`config.mk`:
```
export PLATFORM = sky130hd
export DESIGN_NAME = serial_add_sub_flat
export DESIGN_NICKNAME = d
export VERILOG_FILES = /design/src/rtl/arith_pkg.sv /design/src/rtl/serial_add_sub_if.sv /design/src/rtl/full_adder.sv /design/src/rtl/serial_add_sub.sv /design/src/flat_wrapper.sv
export SDC_FILE = /design/constraint.sdc
export NUM_CORES = 1
export LEC_CHECK = 0
export BUFFER_PORTS_ARGS = -buffer_cell sky130_fd_sc_hd__buf_2
export CAP_MARGIN = 0
export CORE_ASPECT_RATIO = 0.75
export CORE_MARGIN = 2
export CORE_UTILIZATION = 25
export CTS_CLUSTER_DIAMETER = 200
export CTS_CLUSTER_SIZE = 20
export DETAILED_ROUTE_END_ITERATION = 10
export GPL_ROUTABILITY_DRIVEN = 0
export PLACE_DENSITY_LB_ADDON = 0.25
export SLEW_MARGIN = 20
export SYNTH_ARGS = -nofsm -noshare
export SYNTH_HDL_FRONTEND = slang
export SYNTH_HIERARCHICAL = 1
export SYNTH_SLANG_ARGS = --single-unit
```
`constraint.sdc`:
```
create_clock -name clk -period 1.6 [get_ports clk]
set_input_delay 0.08 -clock clk [delete_from_list [all_inputs] [get_ports clk]]
set_output_delay 0.08 -clock clk [all_outputs]
set_load 0.03 [all_outputs]
```
`src/rtl/arith_pkg.sv`:
```
// Shared definitions for the arithmetic lab blocks: FSM state encoding and
// the default datapath width.
package arith_pkg;

  localparam int ARITH_WIDTH = 8;

  typedef enum logic [1:0] {
    ST_IDLE = 2'd0,
    ST_RUN  = 2'd1,
    ST_DONE = 2'd2
  } state_t;

endpackage

```
`src/rtl/serial_add_sub_if.sv`:
```
// Operand/result bundle of the bit-serial adder/subtractor.
// Handshake: start is accepted only on a cycle where ready=1; done is a
// one-cycle strobe and Result/Carry/Overflow stay stable until the next done.
interface serial_add_sub_if
  import arith_pkg::*;
#(
  parameter int WIDTH = ARITH_WIDTH
);

  logic             start;
  logic             sub;
  logic [WIDTH-1:0] A;
  logic [WIDTH-1:0] B;
  logic             ready;
  logic             busy;
  logic             done;
  logic [WIDTH-1:0] Result;
  logic             Carry;
  logic             Overflow;

  modport master (
    output start, sub, A, B,
    input  ready, busy, done, Result, Carry, Overflow
  );

  modport slave (
    input  start, sub, A, B,
    output ready, busy, done, Result, Carry, Overflow
  );

endinterface

```
`src/rtl/full_adder.sv`:
```
// One-bit full adder, reused by the serial datapath as its per-bit slice.
module full_adder (
  input  logic A,
  input  logic B,
  input  logic Cin,
  output logic Sum,
  output logic Carry
);

  assign Sum   = A ^ B ^ Cin;
  assign Carry = (A & B) | (Cin & (A ^ B));

endmodule

```
`src/rtl/serial_add_sub.sv`:
```
// Bit-serial WIDTH-bit adder/subtractor: one full_adder slice processes the
// operands LSB first over WIDTH RUN cycles, then results are published on done.
module serial_add_sub
  import arith_pkg::*;
#(
  parameter int WIDTH = ARITH_WIDTH
) (
  input  logic                    clk,
  input  logic                    rst,
  serial_add_sub_if.slave         bus,
  output state_t                  dbg_state
);

  localparam int CNT_W = $clog2(WIDTH);

  state_t           state;
  state_t           state_next;
  logic [WIDTH-1:0] a_sh;
  logic [WIDTH-1:0] b_sh;
  logic [WIDTH-1:0] r_sh;
  logic             c_reg;
  logic [CNT_W-1:0] cnt;
  logic [WIDTH-1:0] result_q;
  logic             carry_q;
  logic             ovf_q;
  logic             s;
  logic             c;
  logic             last_bit;

  full_adder u_slice (
    .A    (a_sh[0]),
    .B    (b_sh[0]),
    .Cin  (c_reg),
    .Sum  (s),
    .Carry(c)
  );

  assign last_bit = (cnt == CNT_W'(WIDTH - 1));

  always_comb begin
    state_next = state;
    case (state)
      ST_IDLE: if (bus.start) state_next = ST_RUN;
      ST_RUN:  if (last_bit)  state_next = ST_DONE;
      ST_DONE: state_next = ST_IDLE;
      default: state_next = ST_IDLE;
    endcase
  end

  always_ff @(posedge clk) begin
    if (rst) begin
      state    <= ST_IDLE;
      a_sh     <= '0;
      b_sh     <= '0;
      r_sh     <= '0;
      c_reg    <= 1'b0;
      cnt      <= '0;
      result_q <= '0;
      carry_q  <= 1'b0;
      ovf_q    <= 1'b0;
    end else begin
      state <= state_next;
      case (state)
        ST_IDLE: begin
          if (bus.start) begin
            // Subtraction is A + ~B + 1: invert B and seed the carry with sub.
            a_sh  <= bus.A;
            b_sh  <= bus.B ^ {WIDTH{bus.sub}};
            c_reg <= bus.sub;
            cnt   <= '0;
            r_sh  <= '0;
          end
        end
        ST_RUN: begin
          a_sh  <= a_sh >> 1;
          b_sh  <= b_sh >> 1;
          r_sh  <= {s, r_sh[WIDTH-1:1]};
          c_reg <= c;
          cnt   <= cnt + CNT_W'(1);
          if (last_bit) begin
            // On the MSB, c_reg is the carry into the MSB and c the carry out,
            // so the outputs are captured straight from the slice on this edge.
            result_q <= {s, r_sh[WIDTH-1:1]};
            carry_q  <= c;
            ovf_q    <= c_reg ^ c;
          end
        end
        default: ;
      endcase
    end
  end

  assign bus.ready    = (state == ST_IDLE);
  assign bus.busy     = (state == ST_RUN);
  assign bus.done     = (state == ST_DONE);
  assign bus.Result   = result_q;
  assign bus.Carry    = carry_q;
  assign bus.Overflow = ovf_q;
  assign dbg_state    = state;

endmodule

```
`src/flat_wrapper.sv`:
```
// flat-port wrapper written by rule: the top's interface ports become plain ports
module serial_add_sub_flat import arith_pkg::*;
#(
  parameter int WIDTH = ARITH_WIDTH
)
  (clk, rst, dbg_state, bus_start, bus_sub, bus_A, bus_B, bus_ready, bus_busy, bus_done, bus_Result, bus_Carry, bus_Overflow);
  serial_add_sub_if #(.WIDTH(WIDTH)) bus_i ();
  input  logic clk;
  input  logic rst;
  output state_t dbg_state;
  input wire logic [$bits(bus_i.start)-1:0] bus_start;
  input wire logic [$bits(bus_i.sub)-1:0] bus_sub;
  input wire logic [$bits(bus_i.A)-1:0] bus_A;
  input wire logic [$bits(bus_i.B)-1:0] bus_B;
  output wire logic [$bits(bus_i.ready)-1:0] bus_ready;
  output wire logic [$bits(bus_i.busy)-1:0] bus_busy;
  output wire logic [$bits(bus_i.done)-1:0] bus_done;
  output wire logic [$bits(bus_i.Result)-1:0] bus_Result;
  output wire logic [$bits(bus_i.Carry)-1:0] bus_Carry;
  output wire logic [$bits(bus_i.Overflow)-1:0] bus_Overflow;
  assign bus_i.start = bus_start;
  assign bus_i.sub = bus_sub;
  assign bus_i.A = bus_A;
  assign bus_i.B = bus_B;
  assign bus_ready = bus_i.ready;
  assign bus_busy = bus_i.busy;
  assign bus_done = bus_i.done;
  assign bus_Result = bus_i.Result;
  assign bus_Carry = bus_i.Carry;
  assign bus_Overflow = bus_i.Overflow;
  serial_add_sub #(.WIDTH(WIDTH)) u_core (.clk(clk), .rst(rst), .bus(bus_i), .dbg_state(dbg_state));
endmodule
```
==> qor.yml <==
rows: 25
avgViaCountPerCell: 4.574
syn_area_sq_um: 1683
finalCritPeriodShare: 0.8794
design_area_sq_um: 1993
rsz0062_at_grt: "no"
grt_pass1_wl_microns: 6189
layout.nets: 232
ir_drop_v: 0.0003566
ctsLongestPathBuffers: 2
cts_max_level: 2
synthCells: 177
synth_top_cell_by_area: "dfxtp_1"
synth-edff-count: 0
worstSetupStartpointType: "flop"
cap_violations: 0
synth.top_cells.by_count: "39 x dfxtp_1, 30 x nor2_1, 18 x a22oi_1, 18 x nand2_1"
finalCoreUtilization: 0.3108
power_density_nw_per_um2: 1075
global_route.usage.met2: 0.1368
fin_tns_setup_ns: 0
synth.area.top_cells: "dfxtp_1 46%, a22oi_1 8.0%, nor2_1 6.7%, buf_6 4.7%, xnor2_1 4.2%"
tightest_slew_ns: 0.4381
period_needed_ns: 1.407
cts_tree: "yes"
grt_max_degree: 28
p_clk_frac: 0.390
cts-buffers-inserted: 5
end_kind: "primary output"
area_growth_pct: 18.44
path_clk_slew_ns: 0.07
hpwl_microns: 2515
root_buffer: "clkbuf_8"
avgRoutedWirePerCell_microns: 12.80
synth_top_area_frac: 0.4639
drt_iter0_markers: 53
yosysWarnings: 6
drt_wl_total_microns: 3725
die_area_sq_um: 7411
setup_ws_ns: 0.1929
p_sw_frac: 0.2558
outcome: "complete, no violations"
p_switching_mw: 0.5479
p_seq_frac: 0.489
syn_avg_cell_area_sq_um: 9.508
synth.distinct_cells: 28
comb_power_share: 0.120
fill_cells: 700
drt_pre_antenna_iters: 4
antenna_found_initial: 0
hp-class: "primary input to flop"
grt_overflow_total: 0
dp_slack_ns: 0.1113
use_met3: 0.03528
drive_gt1_frac: 0.2714
portBuffers: 34
cp.required_ns: 1.52
cp.arrival_ns: 1.33
path_class: "flop to primary output"
ant_nets: 0
track_usage: 0.1068
drc: 0
fin_skew_ns: 0.008047
ys_seq_area_frac: 0.4639
yosys_most_used_dff: "dfxtp_1"
die_h_microns: 75.06
synth.most_common_cell: "dfxtp_1"
grt_pass1_vias: 1233
hold_viol: 0
start_util: 0.2624
place_area_sq_um: 1854
cts.sinks: 39
antennaDiodeCount: 0
critical_path_peak_fanout: 7
via_count: 1331
met1_usage: 0.1616
maxSlewViolCount: 0
top_usage_layer: "met1"
worstSkewPairLatency_ns: 0.30
leakagePower_nw: 0.7808
ys_ff_latch: 39
ios: 35
syn_nets: 200
internal_power_mw: 1.594
fmax_mhz: 710.7
coreArea_sq_um: 6412
finalSetupViolations: 0
ys_async_sr_fraction: 0
die_w_microns: 98.74
relSlewSlack: 0.7072
==> path summary, 6_finish.rpt <==
kind                             from                to  slack [ns]  cells past startpoint
setup / recovery  u_core/dbg_state[0]          bus_busy        0.19                      2
setup reg to reg  u_core/dbg_state[0]    u_core/a_sh[1]        0.24                      4
hold / removal               bus_A[7]    u_core/a_sh[7]        0.05                      3
hold reg to reg      u_core/bus.Carry  u_core/bus.Carry        0.45                      2
==> layout by cell type, fill, tap and decap left out, drive strengths merged <==
cell     count
dfxtp       39
buf         39
nor2        30
nand2       18
a22oi       18
a211oi      10
a21oi        9
o22ai        9
xnor2        8
o2bb2ai      6
clkbuf       5
clkinv       3
nand2b       2
ha           2
nor3b        2
bufinv       1
nor2b        1
and3b        1
nand3b       1
inv          1
o21ba        1
o21ai        1
o21bai       1
xor2         1
fa           1
==> repair_timing <==
item | CTS | global route
setup endpoints to repair | 2 | 4
setup buffers | 3 | 0
cloned | 0 | 0
hold buffers | 0 | 0
gates resized for setup | 1 | 2
==> cell type report <==
class | count | area [sq um] | share of cell area
Sequential cell | 39 | 782.0 | 0.3923
Multi-Input combinational cell | 122 | 780.7 | 0.3917
Timing Repair Buffer | 39 | 207.7 | 0.1042
Tap cell | 81 | 101.3 | 0.05085
Clock buffer | 5 | 68.82 | 0.03453
Clock inverter | 3 | 43.79 | 0.02197
Inverter | 2 | 8.758 | 0.004394
==> power groups by stage <==
stage	combinational, mW	sequential, mW	clock [mW]
6_report	0.257	1.05	0.836
3_5_place_dp	0.250	1.07	0
3_3_place_gp	0.248	1.07	0
2_1_floorplan	0.206	1.06	0
4_1_cts	0.260	1.05	0.862
5_1_grt	0.286	1.06	0.900
==> per-layer routing <==
| metal | part of all wire | up-vias |
|---|---|---|
| li1 | - | 694 |
| met2 | 0.38 | 34 |
| met3 | 0.053 | 7 |
| met4 | 0.015 | 0 |
| met5 | 0 | - |
| met1 | 0.55 | 596 |
==> logic make-up after synthesis <==
group	after synthesis	share of synthesized area
flip-flops	39	0.4639
XOR/XNOR	9	0.04684
buffers and inverters	16	0.07286
AO/OA/AOI/OAI	55	0.2431
AND/OR/NAND/NOR	55	0.1465
adder cells (fa/ha/maj)	3	0.02676
==> worst max-delay path: stages (launching register included) <==
cell	delay [ns]
dfxtp_1	0.51
nor2b_4	0.29
buf_2	0.23
==> metrics by stage <==
stage | hold WS, ns | std cells | total power, mW
5_1_grt | 0.06103 | 291 | 2.241
6_report | 0.04682 | 291 | 2.142
3_3_place_gp | 0.3420 | 280 | 1.319
2_1_floorplan | 0.2283 | 177 | 1.270
4_1_cts | 0.03883 | 291 | 2.171
3_5_place_dp | 0.3485 | 280 | 1.320
Note: power is estimated with default switching activity, not from simulation.
